File: src/rtl/cpu_pkg.sv
// Shared CPU definitions: datapath width, default reset PC and the branch
// target computation used by the fetch path.
package cpu_pkg;

  localparam int XLEN = 32;
  localparam logic [XLEN-1:0] RESET_PC_DEFAULT = 32'h0000_0000;

  // Target math is done at the widest supported width; callers truncate,
  // which gives the modulo-2^WIDTH result for any WIDTH <= TGT_W.
  localparam int TGT_W = 64;
  typedef logic [TGT_W-1:0] tgt_t;

  function automatic tgt_t branch_target(input tgt_t pc, input logic [11:0] imm);
    return pc + {{(TGT_W-13){imm[11]}}, imm, 1'b0};
  endfunction

endpackage

File: src/rtl/fetch_fifo.sv
// Instruction buffer: power-of-two FIFO of {pc, instr} entries with
// push/pop/flush and full/empty/count status.
module fetch_fifo
  import cpu_pkg::*;
#(
  parameter int WIDTH = XLEN,
  parameter int DEPTH = 2
) (
  input  logic             clk,
  input  logic             rst,
  input  logic             push,
  input  logic [WIDTH-1:0] push_pc,
  input  logic [WIDTH-1:0] push_instr,
  input  logic             pop,
  input  logic             flush,
  output logic [WIDTH-1:0] head_pc,
  output logic [WIDTH-1:0] head_instr,
  output logic             full,
  output logic             empty,
  output logic [$clog2(DEPTH):0] count
);

  localparam int AW = $clog2(DEPTH);
  localparam int CW = AW + 1;

  typedef struct packed {
    logic [WIDTH-1:0] pc;
    logic [WIDTH-1:0] instr;
  } entry_t;

  entry_t         mem_q [DEPTH];
  logic [AW-1:0]  rd_ptr_q, rd_ptr_d;
  logic [AW-1:0]  wr_ptr_q, wr_ptr_d;
  logic [CW-1:0]  count_q, count_d;
  logic           do_push, do_pop;

  assign full    = (count_q == CW'(DEPTH));
  assign empty   = (count_q == '0);
  assign count   = count_q;
  assign do_push = push && !full && !flush;
  assign do_pop  = pop && !empty && !flush;

  assign head_pc    = mem_q[rd_ptr_q].pc;
  assign head_instr = mem_q[rd_ptr_q].instr;

  always_comb begin
    // NOTE: every always_comb output gets a default first so no path infers a latch.
    rd_ptr_d = rd_ptr_q;
    wr_ptr_d = wr_ptr_q;
    count_d  = count_q;
    if (flush) begin
      rd_ptr_d = '0;
      wr_ptr_d = '0;
      count_d  = '0;
    end else begin
      if (do_push) wr_ptr_d = wr_ptr_q + AW'(1);
      if (do_pop)  rd_ptr_d = rd_ptr_q + AW'(1);
      count_d = count_q + CW'(do_push) - CW'(do_pop);
    end
  end

  // NOTE: sequential state uses non-blocking assignments so all flops update together.
  always_ff @(posedge clk or posedge rst) begin
    if (rst) begin
      rd_ptr_q <= '0;
      wr_ptr_q <= '0;
      count_q  <= '0;
    end else begin
      rd_ptr_q <= rd_ptr_d;
      wr_ptr_q <= wr_ptr_d;
      count_q  <= count_d;
    end
  end

  // NOTE: entry storage is not reset; count/pointers alone decide what is valid.
  always_ff @(posedge clk) begin
    if (do_push) mem_q[wr_ptr_q] <= '{pc: push_pc, instr: push_instr};
  end

endmodule

File: src/rtl/fetch_unit.sv
// Instruction fetch: credit-limited request generator, in-order response
// buffering, and redirect handling that discards responses still in flight.
module fetch_unit
  import cpu_pkg::*;
#(
  parameter int               WIDTH    = XLEN,
  parameter logic [WIDTH-1:0] RESET_PC = WIDTH'(RESET_PC_DEFAULT),
  parameter int               DEPTH    = 2
) (
  input  logic             clk,
  input  logic             rst,
  output logic             imem_req_valid,
  input  logic             imem_req_ready,
  output logic [WIDTH-1:0] imem_req_addr,
  input  logic             imem_rsp_valid,
  input  logic [WIDTH-1:0] imem_rsp_data,
  output logic             instr_valid,
  input  logic             instr_ready,
  output logic [WIDTH-1:0] instr,
  output logic [WIDTH-1:0] instr_pc,
  input  logic             redirect,
  input  logic [11:0]      redirect_imm,
  input  logic [WIDTH-1:0] redirect_pc
);

  localparam int               CW   = $clog2(DEPTH) + 1;
  localparam logic [WIDTH-1:0] STEP = WIDTH'(4);

  logic             req_valid_q, req_valid_d;
  logic [WIDTH-1:0] req_addr_q, req_addr_d;
  logic [WIDTH-1:0] next_pc_q, next_pc_d;
  logic [WIDTH-1:0] rsp_pc_q, rsp_pc_d;
  logic [CW-1:0]    inflight_q, inflight_d;
  logic [CW-1:0]    discard_q, discard_d;
  logic             stale_q, stale_d;

  logic             accept, hold, rsp_keep, fifo_pop;
  logic [WIDTH-1:0] target, base_pc;
  logic [CW-1:0]    fifo_count, fifo_count_next;
  logic [CW:0]      occupancy;
  logic             fifo_full, fifo_empty;
  logic [WIDTH-1:0] head_pc, head_instr;

  assign target = WIDTH'(branch_target(TGT_W'(redirect_pc), redirect_imm));

  always_comb begin
    accept   = req_valid_q && imem_req_ready;
    hold     = req_valid_q && !imem_req_ready;
    rsp_keep = imem_rsp_valid && !redirect && (discard_q == '0);
    fifo_pop = instr_ready && !redirect;
    base_pc  = redirect ? target : next_pc_q;

    fifo_count_next = redirect ? '0
                    : fifo_count + CW'(rsp_keep && !fifo_full) - CW'(fifo_pop && !fifo_empty);
    inflight_d = inflight_q + CW'(accept) - CW'(imem_rsp_valid);
    occupancy  = {1'b0, fifo_count_next} + {1'b0, inflight_d};

    req_valid_d = 1'b0;
    req_addr_d  = req_addr_q;
    next_pc_d   = base_pc;
    rsp_pc_d    = rsp_pc_q;
    stale_d     = stale_q;

    // Every response still owed at a redirect belongs to the old path.
    if (redirect) begin
      discard_d = inflight_d;
    end else begin
      discard_d = discard_q - CW'(imem_rsp_valid && (discard_q != '0)) + CW'(accept && stale_q);
    end

    // A request held across a redirect still goes out at its old address and
    // its response is dropped once it is accepted.
    if (accept) stale_d = 1'b0;
    if (redirect && hold) stale_d = 1'b1;

    if (hold) begin
      req_valid_d = 1'b1;
    end else if (occupancy < (CW+1)'(DEPTH)) begin
      req_valid_d = 1'b1;
      req_addr_d  = base_pc;
      next_pc_d   = base_pc + STEP;
    end

    if (redirect)      rsp_pc_d = target;
    else if (rsp_keep) rsp_pc_d = rsp_pc_q + STEP;
  end

  always_ff @(posedge clk or posedge rst) begin
    if (rst) begin
      req_valid_q <= 1'b0;
      req_addr_q  <= RESET_PC;
      next_pc_q   <= RESET_PC;
      rsp_pc_q    <= RESET_PC;
      inflight_q  <= '0;
      discard_q   <= '0;
      stale_q     <= 1'b0;
    end else begin
      req_valid_q <= req_valid_d;
      req_addr_q  <= req_addr_d;
      next_pc_q   <= next_pc_d;
      rsp_pc_q    <= rsp_pc_d;
      inflight_q  <= inflight_d;
      discard_q   <= discard_d;
      stale_q     <= stale_d;
    end
  end

  fetch_fifo #(
    .WIDTH (WIDTH),
    .DEPTH (DEPTH)
  ) u_fifo (
    .clk        (clk),
    .rst        (rst),
    .push       (rsp_keep),
    .push_pc    (rsp_pc_q),
    .push_instr (imem_rsp_data),
    .pop        (fifo_pop),
    .flush      (redirect),
    .head_pc    (head_pc),
    .head_instr (head_instr),
    .full       (fifo_full),
    .empty      (fifo_empty),
    .count      (fifo_count)
  );

  assign imem_req_valid = req_valid_q;
  assign imem_req_addr  = req_addr_q;
  assign instr_valid    = !fifo_empty;
  assign instr          = fifo_empty ? '0 : head_instr;
  assign instr_pc       = fifo_empty ? '0 : head_pc;

endmodule

File: config.mk
export PLATFORM = sky130hd
export DESIGN_NAME = fetch_unit
export DESIGN_NICKNAME = d
export VERILOG_FILES = /design/src/rtl/cpu_pkg.sv /design/src/rtl/fetch_fifo.sv /design/src/rtl/fetch_unit.sv
export SDC_FILE = /design/constraint.sdc
export NUM_CORES = 1
export LEC_CHECK = 0
export ABC_AREA = 1
export CAP_MARGIN = 40
export CORE_ASPECT_RATIO = 0.7
export CORE_MARGIN = 2
export CORE_UTILIZATION = 55
export CTS_BUF_LIST = sky130_fd_sc_hd__clkbuf_16
export DETAILED_ROUTE_END_ITERATION = 8
export PLACE_DENSITY = 0.88
export SLEW_MARGIN = 15
export SYNTH_ARGS = -nofsm -noshare
export SYNTH_HDL_FRONTEND = slang
export SYNTH_SLANG_ARGS = --single-unit
export TNS_END_PERCENT = 10
File: constraint.sdc
create_clock -name clk -period 5.35 [get_ports clk]
set_input_delay 1.07 -clock clk [delete_from_list [all_inputs] [get_ports clk]]
set_output_delay 1.07 -clock clk [all_outputs]
set_load 0.01 [all_outputs]
**Yosys cells after proc, flatten, opt, wreduce, memory -nomap -nowiden**

Memory sizes are Yosys's and may differ from the RTL's.
Cells that the tools add are included.

- Output and inout bits: 98
- Memories: 1
- Register bits: 106
- Input port bits: 82
- Word-level logic and storage cells: 72
- Bits in writable memories: 128

- Bitwise operators: 1
- Muxes and demuxes: 20
- Reductions and logical operators: 24
- Equality and inequality tests: 1
- Order comparisons: 1
- $add $sub $neg: 14

Memory list:

| memory | words | width | read ports | clocked after Yosys merged registers in | write ports | RTL line | source |
|---|---|---|---|---|---|---|---|
| u_fifo.mem_q | 2 | 64 | 1 | 0 | 1 | fetch_fifo.sv:31 | `entry_t mem_q [DEPTH];` |

Operators with widths:

| kind | number |
|---|---|
| $mux 32 | 7 |
| $add 32x3->32 const B | 2 |
| $add 32x13->32 | 1 |
| $logic_and 1x1->1 | 12 |
| $mux 1 | 10 |
| $reduce_bool 2->1 | 5 |
| $add 2x1->2 | 4 |
| $sub 2x1->2 | 4 |
| $mux 2 | 3 |
| $logic_not 1->1 | 4 |
| $logic_not 2->1 | 2 |
| $add 2x2->3 | 1 |
| $lt 3x2->1 const B | 1 |
| $add 1x1->1 const B | 2 |
| $eq 2x2->1 const B | 1 |
| $reduce_and 2->1 | 1 |
| $not 1->1 | 1 |

**Logic depth before layout (Yosys ltp)**

- Depth in word-level cells: 11
- Depth in mapped cells: 24
- Mapped depth without buffers: 22

**Hierarchy**

Synthesis repeated with hierarchy kept, for this count alone.

- Cell total of the unflattened synthesis: 1,766
- Area, all modules: 13,790.7 µm²

By module, submodules not included:

| module | cells an instance | area each (µm²) | times used | sequential area each (µm²) |
|---|---|---|---|---|
| fetch_unit | 1,394 | 8,822.2 | 1 | 2,552.4 |
| fetch_fifo | 372 | 4,968.5 | 1 | 3,943.8 |

**Worst setup path after synthesis**

No wires, ideal clock.

- Kind: input to register
- Start point: input redirect
- End point: memory u_fifo.mem_q[1][0] in the netlist's numbering (enable)
- Cell stages on the path: 7
- Library setup time: 0.487 ns
- Data required time: 4.863 ns
- Setup slack: 0.259 ns
- Arrival: 4.604 ns
- Buffers on the path: 2
- Path through: buf_6 > buf_2 > nor2_1 > inv_1 > a21oi_1 > inv_1 > nor2_1

- Cells in the longest elaborated chain, start to end: 7

RTL lines:

| element | RTL line | source |
|---|---|---|
| from (decl) | fetch_unit.sv:21 | `input logic redirect,` |
| $logic_not 1->1 * | fetch_fifo.sv:40, fetch_unit.sv:49 |  |
| $logic_and 1x1->1 (2 in a row) | fetch_unit.sv:49 | `rsp_keep = imem_rsp_valid && !redirect && (discard_q == '0);` |
| $logic_and 1x1->1 | fetch_fifo.sv:40 | `assign do_push = push && !full && !flush;` |
| $logic_and 1x1->1 * | fetch_fifo.sv:40 |  |
| $mux 1 * | fetch_fifo.sv:77 | `if (do_push) mem_q[wr_ptr_q] <= '{pc: push_pc, instr: push_instr};` |
| $mux 1 (not written as such) * | fetch_fifo.sv:77 |  |
| to (decl) | fetch_fifo.sv:31 |  |

Mark *: on every way between the ends. The rest lies on a longest branch, timed or not.

**Worst setup path in the final report**

- Start point: input imem_rsp_valid
- End point: register next_pc_q[15]

- Cells in the longest elaborated chain, start to end: 10
- Elaborated cells between the ends (all ways): 11
- Those cells by class: 4 x add/sub; 1 x order compare; 3 x mux; 3 x reduce/logical

RTL lines:

| element | RTL line | source |
|---|---|---|
| from (decl) | fetch_unit.sv:15 | `input logic imem_rsp_valid,` |
| $logic_and 1x1->1 (2 in a row) | fetch_unit.sv:49 |  |
| $logic_and 1x1->1 | fetch_unit.sv:54 | `: fifo_count + CW'(rsp_keep && !fifo_full) - CW'(fifo_pop && !fifo_empty);` |
| $add 2x1->2 | fetch_unit.sv:54 |  |
| $sub 2x1->2 | fetch_unit.sv:54 |  |
| $mux 2 | fetch_unit.sv:53 | `fifo_count_next = redirect ? '0` |
| $add 2x2->3 * | fetch_unit.sv:56 | `occupancy = {1'b0, fifo_count_next} + {1'b0, inflight_d};` |
| $lt 3x2->1 * | fetch_unit.sv:78 | `end else if (occupancy < (CW+1)'(DEPTH)) begin` |
| $mux 32 * | fetch_unit.sv:78 |  |
| $mux 32 * | fetch_unit.sv:76 | `if (hold) begin` |
| via next_pc_d[15] | fetch_unit.sv:31 | `logic [WIDTH-1:0] next_pc_q, next_pc_d;` |
| to (signal assigned) | fetch_unit.sv:100 | `next_pc_q <= next_pc_d;` |
| to (decl) | fetch_unit.sv:31 |  |

The timed path passes the listed nets; every way through them passes the cells marked *.
A chain may end at the register's enable or synchronous reset.

==> metrics.md <==
| Metric | Value |
|---|---|
| Status | `complete, no violations` |
| Avg WL per Cell | `17.0 um` |
| Die area | `25500 um^2` |
| Layout cells sized above 1 | `8.60%` |
| Leading cell type in the layout, fill and taps excluded | `nand2_1` |
| Leakage power | `0.00731 uW` |
| Post-CTS Resized | `0` |
| Cell area after layout | `16200 um^2` |
| Yosys warns | `0` |
| Period minus WS final | `4.38 ns` |
| Final Cycle Share | `81.9%` |
| Port Buffers | `179` |
| Critical path arrival | `4.77 ns` |
| Slew @ Worst Pin | `0.841 ns` |
| Critical Path Start Type | `input pin` |
| Fillers | `1876` |
| Antenna Cells | `0` |
| Peak Freq | `228 MHz` |
| Core Region | `23700 um^2` |
| Ys async rst share | `45.3%` |
| Vias | `11500` |
| Final setup violation count | `0` |
| Vias per cell | `5.40` |
| VDD IR max | `0.250 mV` |
| Clock transition at path regs | `0.07 ns` |
| Reg area | `6500 um^2` |
| R2r setup slk | `1.50 ns` |
| Area of the mapped netlist | `13300 um^2` |
| Post-synthesis cell type count | `48` |
| Post-Syn Nets | `1747` |
| Initial antenna violation count | `0` |
| Sum of negative setup slack | `0 ns` |
| Critical setup path kind | `in -> reg` |
| H-tree Lvls | `1` |
| Number of synthesized flops with an enable pin | `128` |
| Pre-Repair DR Iteration Count | `6` |
| Number of global-route vias before repair | `10700` |
| Root Driver | `clkbuf_16` |
| Register bit count reported by yosys | `234` |
| Req. time, crit path | `5.73 ns` |
| # rows | `47` |
| Avg Cell Area, Syn | `8.19 um^2` |
| IO Pins | `180` |
| Slew Limit Headroom | `43.8%` |
| Gr usage total | `28.3%` |
| Area occupied by multi-input gates | `5880 um^2` |
| Register area share after synthesis | `48.9%` |
| Hold_buf cts | `0` |
| Worst min path class | `reg -> reg` |
| Maximum number of pins on one net before global-route repair | `68` |
| Grt total ovfl | `0` |
| Total CTS buffers | `22` |
| Worst-Skew Late Latency | `0.51 ns` |
| DRC Markers | `0` |
| Top FF cell, synth | `edfxtp_1` |
| Slew Limit Fails | `0` |
| Pwr/cell area | `397 nW/um^2` |
| DR iter-0 viols | `1286` |
| Drt total wl | `36200 um` |
| Commonest non-fill, non-tap cells in the layout | `534 x nand2_1, 196 x inv_1, 178 x clkdlybuf4s50_1` |
| CP Max Fanout | `33` |
| Maximum clock path buffer count | `3` |
| Area delta synth->final | `21.6%` |
| First-pass GRT wire length | `57000 um` |
| Post-route ant nets | `0` |
| Final hold viol count | `0` |
| Chip Height | `134 um` |
| Starting Density | `56.1%` |
| CTS tree | `done` |
| GPL Wtd Cong | `0.975` |
| NumNets Final | `1922` |
| Clock Sinks | `234` |
| HPWL Detailed | `26800 um` |
| Horiz. Die Dim | `190 um` |
| Clock skew | `0.0158 ns` |
| Unrepaired setup endpoints after global routing | `false` |
| Post-CTS Setup Repair Bufs | `0` |
| Gate Count Post-Synth | `1623` |
| Post-DP Area | `15500 um^2` |
| Setup crit end kind | `flop` |
| Max Cap Viol | `0` |
stage by stage:
stage / hold slack [ns] / cells / setup slack [ns] / utilization (%) / power, uW
2_1_floorplan: 0.436 / 1623 / 0.259 / - / 3950
3_3_place_gp: 0.458 / 2088 / 0.782 / 65.1 / 4900
3_5_place_dp: 0.459 / 2090 / 0.532 / 65.3 / 4990
4_1_cts: 0.483 / 2130 / 1.05 / 68.0 / 6420
5_1_grt: 0.503 / 2132 / 0.715 / 68.2 / 6800
6_report: 0.482 / 2132 / 0.967 / 68.2 / 6420
critical path: stages:
cell and delay, ns:
clkdlybuf4s50_1 0.52, nand2_1 0.22, nor2_1 0.23, inv_1 0.18
a21oi_1 0.27, ha_1 0.21, xor2_1 0.14, nor2_1 0.07
fa_1 0.45, nor2_1 0.17, inv_1 0.11, nor2_2 0.24
buf_4 0.21, buf_4 0.31, nand4_1 0.19, nor2_1 0.12
a31oi_1 0.05
per-layer routing:
metal  global-route usage (%)  vias to the layer above  share of wire [%]
met2                     41.8                      476                 44
li1                         -                     5617                  -
met4                     6.55                        0                2.1
met5                        0                        -                  0
met1                     43.2                     5362                 46
met3                     5.49                       61                8.4
kinds of logic (layout without fill, tap and decap cells):
| logic type | after synthesis | count (layout) | share of synthesized area, % |
|---|---|---|---|
| AND/OR/NAND/NOR | 877 | 877 | 29.8 |
| buffers and inverters | 246 | 437 | 7.11 |
| flip-flops | 234 | 234 | 48.9 |
| AO/OA/AOI/OAI | 185 | 185 | 7.62 |
| adder cells (fa/ha/maj) | 42 | 42 | 4.07 |
| XOR/XNOR | 39 | 39 | 2.57 |
report_power, final:
part / internal, uW / switching, uW / leakage [uW]
Sequential: 2290 / 261 / 0.00242
Combinational: 981 / 1470 / 0.00454
Clock: 773 / 646 / 0.000358
final timing paths:
check	startpoint	end	depth (start not counted)
setup / recovery	imem_rsp_valid	next_pc_q[15]	17
hold / removal	rsp_pc_q[0]	u_fifo.mem_q[0][32]	0
setup reg to reg	discard_q[1]	next_pc_q[15]	17
hold reg to reg	rsp_pc_q[0]	u_fifo.mem_q[0][32]	0
max in group asynchronous	rst	next_pc_q[2]	3
min in group asynchronous	rst	imem_req_addr[19]	2
Yosys cell counts (26+ instances only):
library cell    n  area share [%]
nor2_1        135             3.8
edfxtp_1      128              29
a31oi_1        34             1.6
clkbuf_1       26            0.73
nand2_1       534              15
dfrtp_1       106              20
inv_1         187             5.3
a21oi_1        96             3.6
nand3_1        71             2.7
o21ai_0        39             1.5
nand2_2        26             1.2
ha_1           40             3.8
sequential cells by signal (all words and copies together), names as in the netlist:
signal	count
u_fifo.wr_ptr_q	1
discard_q	2
imem_req_valid	1
u_fifo.mem_q	128
u_fifo.count	2
stale_q	1
u_fifo.rd_ptr_q	1
inflight_q	2
next_pc_q	32
imem_req_addr	32
rsp_pc_q	32
cell type report:
type / instances / share of cell area, %
Sequential cell: 234 / 40.2
Multi-Input combinational cell: 1143 / 36.4
Timing Repair Buffer: 196 / 12.3
Inverter: 201 / 4.69
Clock buffer: 23 / 3.56
Tap cell: 318 / 2.46
Clock inverter: 17 / 0.418
Note: power is estimated with default switching activity, not from simulation.
